<file path="src/rtl/instr_fetch_unit.sv">
`default_nettype none
// +----------------------------------------------------------------------------+
// | Module : instr_fetch_unit                                                  |
// | Desc   : Fetch stage: PC, req/ack instruction-memory fetch, valid/ready    |
// |          hand-off to decode, redirect with squash of in-flight fetches.    |
// |          Optional perf counters enabled by defining FETCH_PERF_CNT_EN.     |
// | Rev    : 1.0  initial release                                              |
// +----------------------------------------------------------------------------+
module instr_fetch_unit #(
  parameter int               AW       = 32,
  parameter int               DW       = 32,
  parameter logic [AW-1:0]    RESET_PC = '0
) (
  input  logic          clk,
  input  logic          reset_n,
  output logic          imem_req,
  output logic [AW-1:0] imem_addr,
  input  logic          imem_ack,
  input  logic [DW-1:0] imem_rdata,
  input  logic          redirect,
  input  logic [AW-1:0] redirect_pc,
  output logic          instr_valid,
  input  logic          instr_ready,
  output logic [DW-1:0] instr,
  output logic [AW-1:0] instr_pc,
  output logic [AW-1:0] pc_plus4,
  output logic [5:0]    op,
  output logic [5:0]    funct
`ifdef FETCH_PERF_CNT_EN
  ,
  output logic [31:0]   fetch_cnt,
  output logic [31:0]   stall_cnt
`endif
);

  localparam logic [AW-1:0] c_word       = AW'(4);
  localparam logic [AW-1:0] c_align_mask = ~AW'(3);

  typedef enum logic [1:0] {
    S_IDLE  = 2'd0,
    S_FETCH = 2'd1,
    S_FULL  = 2'd2,
    S_DRAIN = 2'd3
  } state_t;

  state_t        r_state;
  state_t        w_state_nxt;
  logic [AW-1:0] r_fetch_pc;
  logic [AW-1:0] r_drain_addr;
  logic [DW-1:0] r_instr;
  logic [AW-1:0] r_instr_pc;
  logic [AW-1:0] w_redir_pc;
  logic          w_accept;

  assign w_redir_pc = redirect_pc & c_align_mask;
  assign w_accept   = (r_state == S_FETCH) && imem_ack && !redirect;

  always_ff @(posedge clk or negedge reset_n) begin
    if (!reset_n) r_state <= S_IDLE;
    else          r_state <= w_state_nxt;
  end

  always_comb begin
    w_state_nxt = r_state;
    unique case (r_state)
      S_IDLE:  w_state_nxt = S_FETCH;
      S_FETCH: begin
        // A redirect without ack leaves a request in flight that must be drained.
        if (redirect)      w_state_nxt = imem_ack ? S_FETCH : S_DRAIN;
        else if (imem_ack) w_state_nxt = S_FULL;
      end
      S_FULL:  if (redirect || instr_ready) w_state_nxt = S_FETCH;
      S_DRAIN: if (imem_ack) w_state_nxt = S_FETCH;
      default: w_state_nxt = S_IDLE;
    endcase
  end

  always_ff @(posedge clk or negedge reset_n) begin
    if (!reset_n) begin
      r_fetch_pc   <= RESET_PC;
      r_drain_addr <= RESET_PC;
      r_instr      <= '0;
      r_instr_pc   <= RESET_PC;
    end else begin
      if (redirect)      r_fetch_pc <= w_redir_pc;
      else if (w_accept) r_fetch_pc <= r_fetch_pc + c_word;
      if (w_accept) begin
        r_instr    <= imem_rdata;
        r_instr_pc <= r_fetch_pc;
      end
      // Keep the outstanding address on the bus while fetch_pc moves to the target.
      if ((r_state == S_FETCH) && redirect && !imem_ack) r_drain_addr <= r_fetch_pc;
    end
  end

  assign imem_req    = (r_state == S_FETCH) || (r_state == S_DRAIN);
  assign imem_addr   = (r_state == S_DRAIN) ? r_drain_addr : r_fetch_pc;
  assign instr_valid = (r_state == S_FULL);
  assign instr       = r_instr;
  assign instr_pc    = r_instr_pc;
  assign pc_plus4    = r_instr_pc + c_word;
  assign op          = r_instr[31:26];
  assign funct       = r_instr[5:0];

`ifdef FETCH_PERF_CNT_EN
  logic [31:0] r_fetch_cnt;
  logic [31:0] r_stall_cnt;
  logic        w_stall;

  assign w_stall = imem_req || (instr_valid && !instr_ready);

  always_ff @(posedge clk or negedge reset_n) begin
    if (!reset_n) begin
      r_fetch_cnt <= '0;
      r_stall_cnt <= '0;
    end else begin
      if (instr_valid && instr_ready && (r_fetch_cnt != '1)) r_fetch_cnt <= r_fetch_cnt + 32'd1;
      if (w_stall && (r_stall_cnt != '1))                    r_stall_cnt <= r_stall_cnt + 32'd1;
    end
  end

  assign fetch_cnt = r_fetch_cnt;
  assign stall_cnt = r_stall_cnt;
`endif

endmodule
`default_nettype wire

</file>
<file path="config.mk">
export PLATFORM = sky130hd
export DESIGN_NAME = instr_fetch_unit
export DESIGN_NICKNAME = d
export VERILOG_FILES = /design/src/rtl/instr_fetch_unit.sv
export SDC_FILE = /design/constraint.sdc
export NUM_CORES = 1
export LEC_CHECK = 0
export CAP_MARGIN = 20
export CORE_MARGIN = 3
export CORE_UTILIZATION = 23
export CTS_BUF_LIST = sky130_fd_sc_hd__clkbuf_2
export CTS_CLUSTER_SIZE = 20
export DETAILED_ROUTE_END_ITERATION = 6
export PLACE_DENSITY = 0.45
export SETUP_SLACK_MARGIN = 0.5
export SLEW_MARGIN = 20
export SYNTH_ARGS = -nofsm -noshare
export SYNTH_HDL_FRONTEND = slang
export SYNTH_SLANG_ARGS = --single-unit
</file>
<file path="constraint.sdc">
create_clock -name clk -period 1.9 [get_ports clk]
set_clock_uncertainty 0.1 [all_clocks]
set_input_delay 0.38 -clock clk [delete_from_list [all_inputs] [get_ports clk]]
set_output_delay 0.38 -clock clk [all_outputs]
set_load 0.02 [all_outputs]
</file>
==> impl_results.md <==
- Post-Synth Adder-Cell Area: 0.394%
- Critical path, cell by cell: buf_6, and3_1, nand2_2, nor4_4, xor2_1, buf_4
- DP HPWL: 17,500 um
- Post-synth EDFFs: 0
- Crit path kind: flip-flop to output pin
- Vias per cell: 4.62
- Avg Synthesized Cell Area: 11.4 um2
- Max FO, Critical Path: 5
- I/O pins: 211
- Sequential power share: 29.1%
- # DRC: 0
- Vias in the first global route: 6,430
- Num CTS Buffers: 17
- Port-buffer cells: 202
- Total GRT Usage: 16.5%
- Clk_lat worst skew: 0.72 ns
- CTS tree: done
- Commonest cells in the netlist: 124 x dfrtp_1, 98 x mux2_2, 37 x nand2_1, 26 x nor2_1, 23 x xor2_1
- Layout area overhead: 97.8%
- 1st-iter DRT viols: 300
- Die Y: 172 um
- Pwr per Cell Area: 1060 nW/um2
- DR vias: 6,066
- Synth area leader: dfrtp_1
- Clock Path Buffers: 2
- H-tree depth: 4
- Initial core utilization: 23.5%
- Final setup fails: 166
- Layout cells sized above 1: 64.5%
- XOR/XNOR Fraction of Synth Area: 5.10%
- Number of library cell types mapped by synthesis: 35
- Delay-heaviest family, CP: simple AND/OR/NAND/NOR gates
- FMAX: 371 MHz
- ANT nets after route: 0
- Worst setup EP type: output pin
- First-pass GRT wire length: 37,400 um
- Die Footprint: 29,700 um2
- Fillers: 2,454
- GR Overflow Total: 0
- Comb power frac: 57.1%
- Largest family of logic cells by synthesized area: multiplexers
- CTS root buf: clkbuf_2
- Mux share of post-synthesis cell area: 21.1%
- Int Power: 8.42 mW
- Post-Synthesis Cell Area: 6360 um2
- Final worst setup slack: -0.794 ns
- Max cap viols: 0
- Worst Tran Pin Value: 0.619 ns
- Compound-gate portion of the synthesized area: 5.25%
- Min Clock Period, post-route: 2.69 ns
- Post-synthesis async set-or-reset flop share: 100%
- Most used flip-flop cell after synthesis: dfrtp_1
- Violated checks: setup timing
- Hold Vio Cnt, Final: 0
- Crit path largest cell delay: 0.42 ns
- Post-synth top area share: 48.8%
- Synth area leaders: dfrtp_1 49%, mux2_2 17%, mux2_1 3.5%
- Slew Limit Fails: 0
- Num Clock Sinks: 124
- Psw: 4.96 mW
- Routed WL: 26,100 um
- VDD IR max: 0.361 mV
- Fin nets: 1,029
- Cells after synthesis: 556
- WP data arrival: 2.21 ns
- Slowest cell on crit path: dfrtp_2
- Area after DPL: 10,200 um2
- Register bit total from synthesis: 124
- Slew headroom: 58.7%
- CP Launch Type: flip-flop
- Reg clk slew, reported paths: 0.22 ns
- Design area: 12,600 um2
- Clk pwr share: 13.7%
- Hold slack final: 0.116 ns
- Status: finished with violations
- Final worst path period share: 142%
- Leakage dissipation: 5.76 nW
- Die width: 172 um
- Wire per inst: 19.9 um
- Worst Path Required: 1.42 ns
- Sw Ratio: 37.1%
- Largest net degree at the start of global routing: 41
- CP bufs+invs: 2
- Simple-gate share of the synthesized area: 13.8%
- RSZ-0062 raised after global routing: yes
- Most frequent cell after synthesis: dfrtp_1
- Initial antenna violation count: 1
- Core Area: 27,000 um2
- YS warnings: 0
- Hold Path Class: primary input to flip-flop
- Placer Congestion: 0.840
- Row count: 60
- First-pass DRT Iterations: 4
- Sequential share of the synthesized area: 48.8%
[cell usage in the layout (no fill, tap or decap), types with 8 or more instances in the layout]
| master | instances |
|---|---|
| nand2_1 | 26 |
| buf_12 | 20 |
| o21ai_0 | 11 |
| a31oi_1 | 16 |
| mux2_4 | 118 |
| clkbuf_2 | 19 |
| nor2_1 | 19 |
| nor3_4 | 8 |
| buf_6 | 203 |
| clkdlybuf4s50_1 | 65 |
| or4_1 | 10 |
| o31ai_1 | 9 |
| buf_4 | 118 |
| nand4_1 | 13 |
| dfrtp_2 | 21 |
| xor2_1 | 15 |
| xnor2_2 | 9 |
| xor2_2 | 8 |
| nand3_1 | 9 |
| dfrtp_1 | 103 |
[cell type report]
class,instances,area (um2),area share [%]
multi-input cells,379,4080,32.4
clock buffers,19,95.1,0.756
flip-flops and latches,124,3130,24.9
diodes,1,2.50,0.0199
well taps,341,427,3.39
clock inverters,12,149,1.18
repair buffers,427,4660,37.1
inverters,9,37.5,0.298
[power by group through the flow]
stage / registers, mW / logic (mW) / clock network (mW)
3_5_place_dp: 3.89 / 6.19 / 0
2_1_floorplan: 4.45 / 2.62 / 0
3_3_place_gp: 3.83 / 6.18 / 0
6_report: 3.90 / 7.64 / 1.84
5_1_grt: 3.99 / 8.04 / 2.01
4_1_cts: 3.88 / 7.22 / 1.89
[logic make-up after synthesis]
family / Yosys count
buffers and inverters: 60
xor gates and xnor gates: 37
DFF: 124
and+or+nand+nor: 158
muxes: 119
AOI/OAI and AO/OA: 55
adders and majority gates: 2
other: 1
[flip-flops by register name (all words and copies together), names as in the netlist]
register and count:
r_state 2, instr 32, instr_pc 30, r_drain_addr 30, r_fetch_pc 30
[worst reg2reg max path, delay by kind of cell (launching register included)]
family | cells | cell delay [ns]
AND/OR/NAND/NOR | 2 | 0.56
multiplexers | 1 | 0.30
buffers and inverters | 5 | 0.64
flip-flops | 1 | 0.47
[final timing paths]
| path | end | depth (start not counted) | from | slack (ns) |
|---|---|---|---|---|
| max in group asynchronous | instr_pc[22] | 3 | reset_n | 0.85 |
| worst min-delay path | r_fetch_pc[27] | 3 | redirect_pc[27] | 0.12 |
| worst min register to register | r_drain_addr[31] | 1 | r_drain_addr[31] | 0.44 |
| min in group asynchronous | instr[11] | 3 | reset_n | 0.15 |
| worst max register to register | instr[30] | 8 | r_state[1] | -0.26 |
| worst max-delay path | pc_plus4[23] | 6 | instr_pc[14] | -0.79 |
[stage by stage]
stage | util [%] | setup WS [ns] | setup TNS, ns | cells | power [mW]
2_1_floorplan | - | -0.208 | -2.51 | 561 | 7.07
3_3_place_gp | 37.8 | -0.692 | -51.72 | 1179 | 10.0
3_5_place_dp | 37.8 | -0.698 | -54.62 | 1179 | 10.1
4_1_cts | 43.1 | -0.878 | -43.61 | 1268 | 13.0
5_1_grt | 46.5 | -0.996 | -70.26 | 1312 | 14.0
6_report | 46.5 | -0.794 | -50.55 | 1312 | 13.4
[routing by layer]
metal  wire [um]  track usage [%]
met5           0                0
met2       13300             29.3
met3        1730             3.98
met4         282             3.61
met1       10800             20.4
[timing repair]
item                       4_1_cts  5_1_grt
hold buffers                     3        0
gates resized for setup        911      101
pin swaps                       41       39
hold endpoints to repair       124        0
setup buffers                   49       34
cloned                           6        9
setup endpoints to repair      260      268
Note: power is estimated with default switching activity, not from simulation.
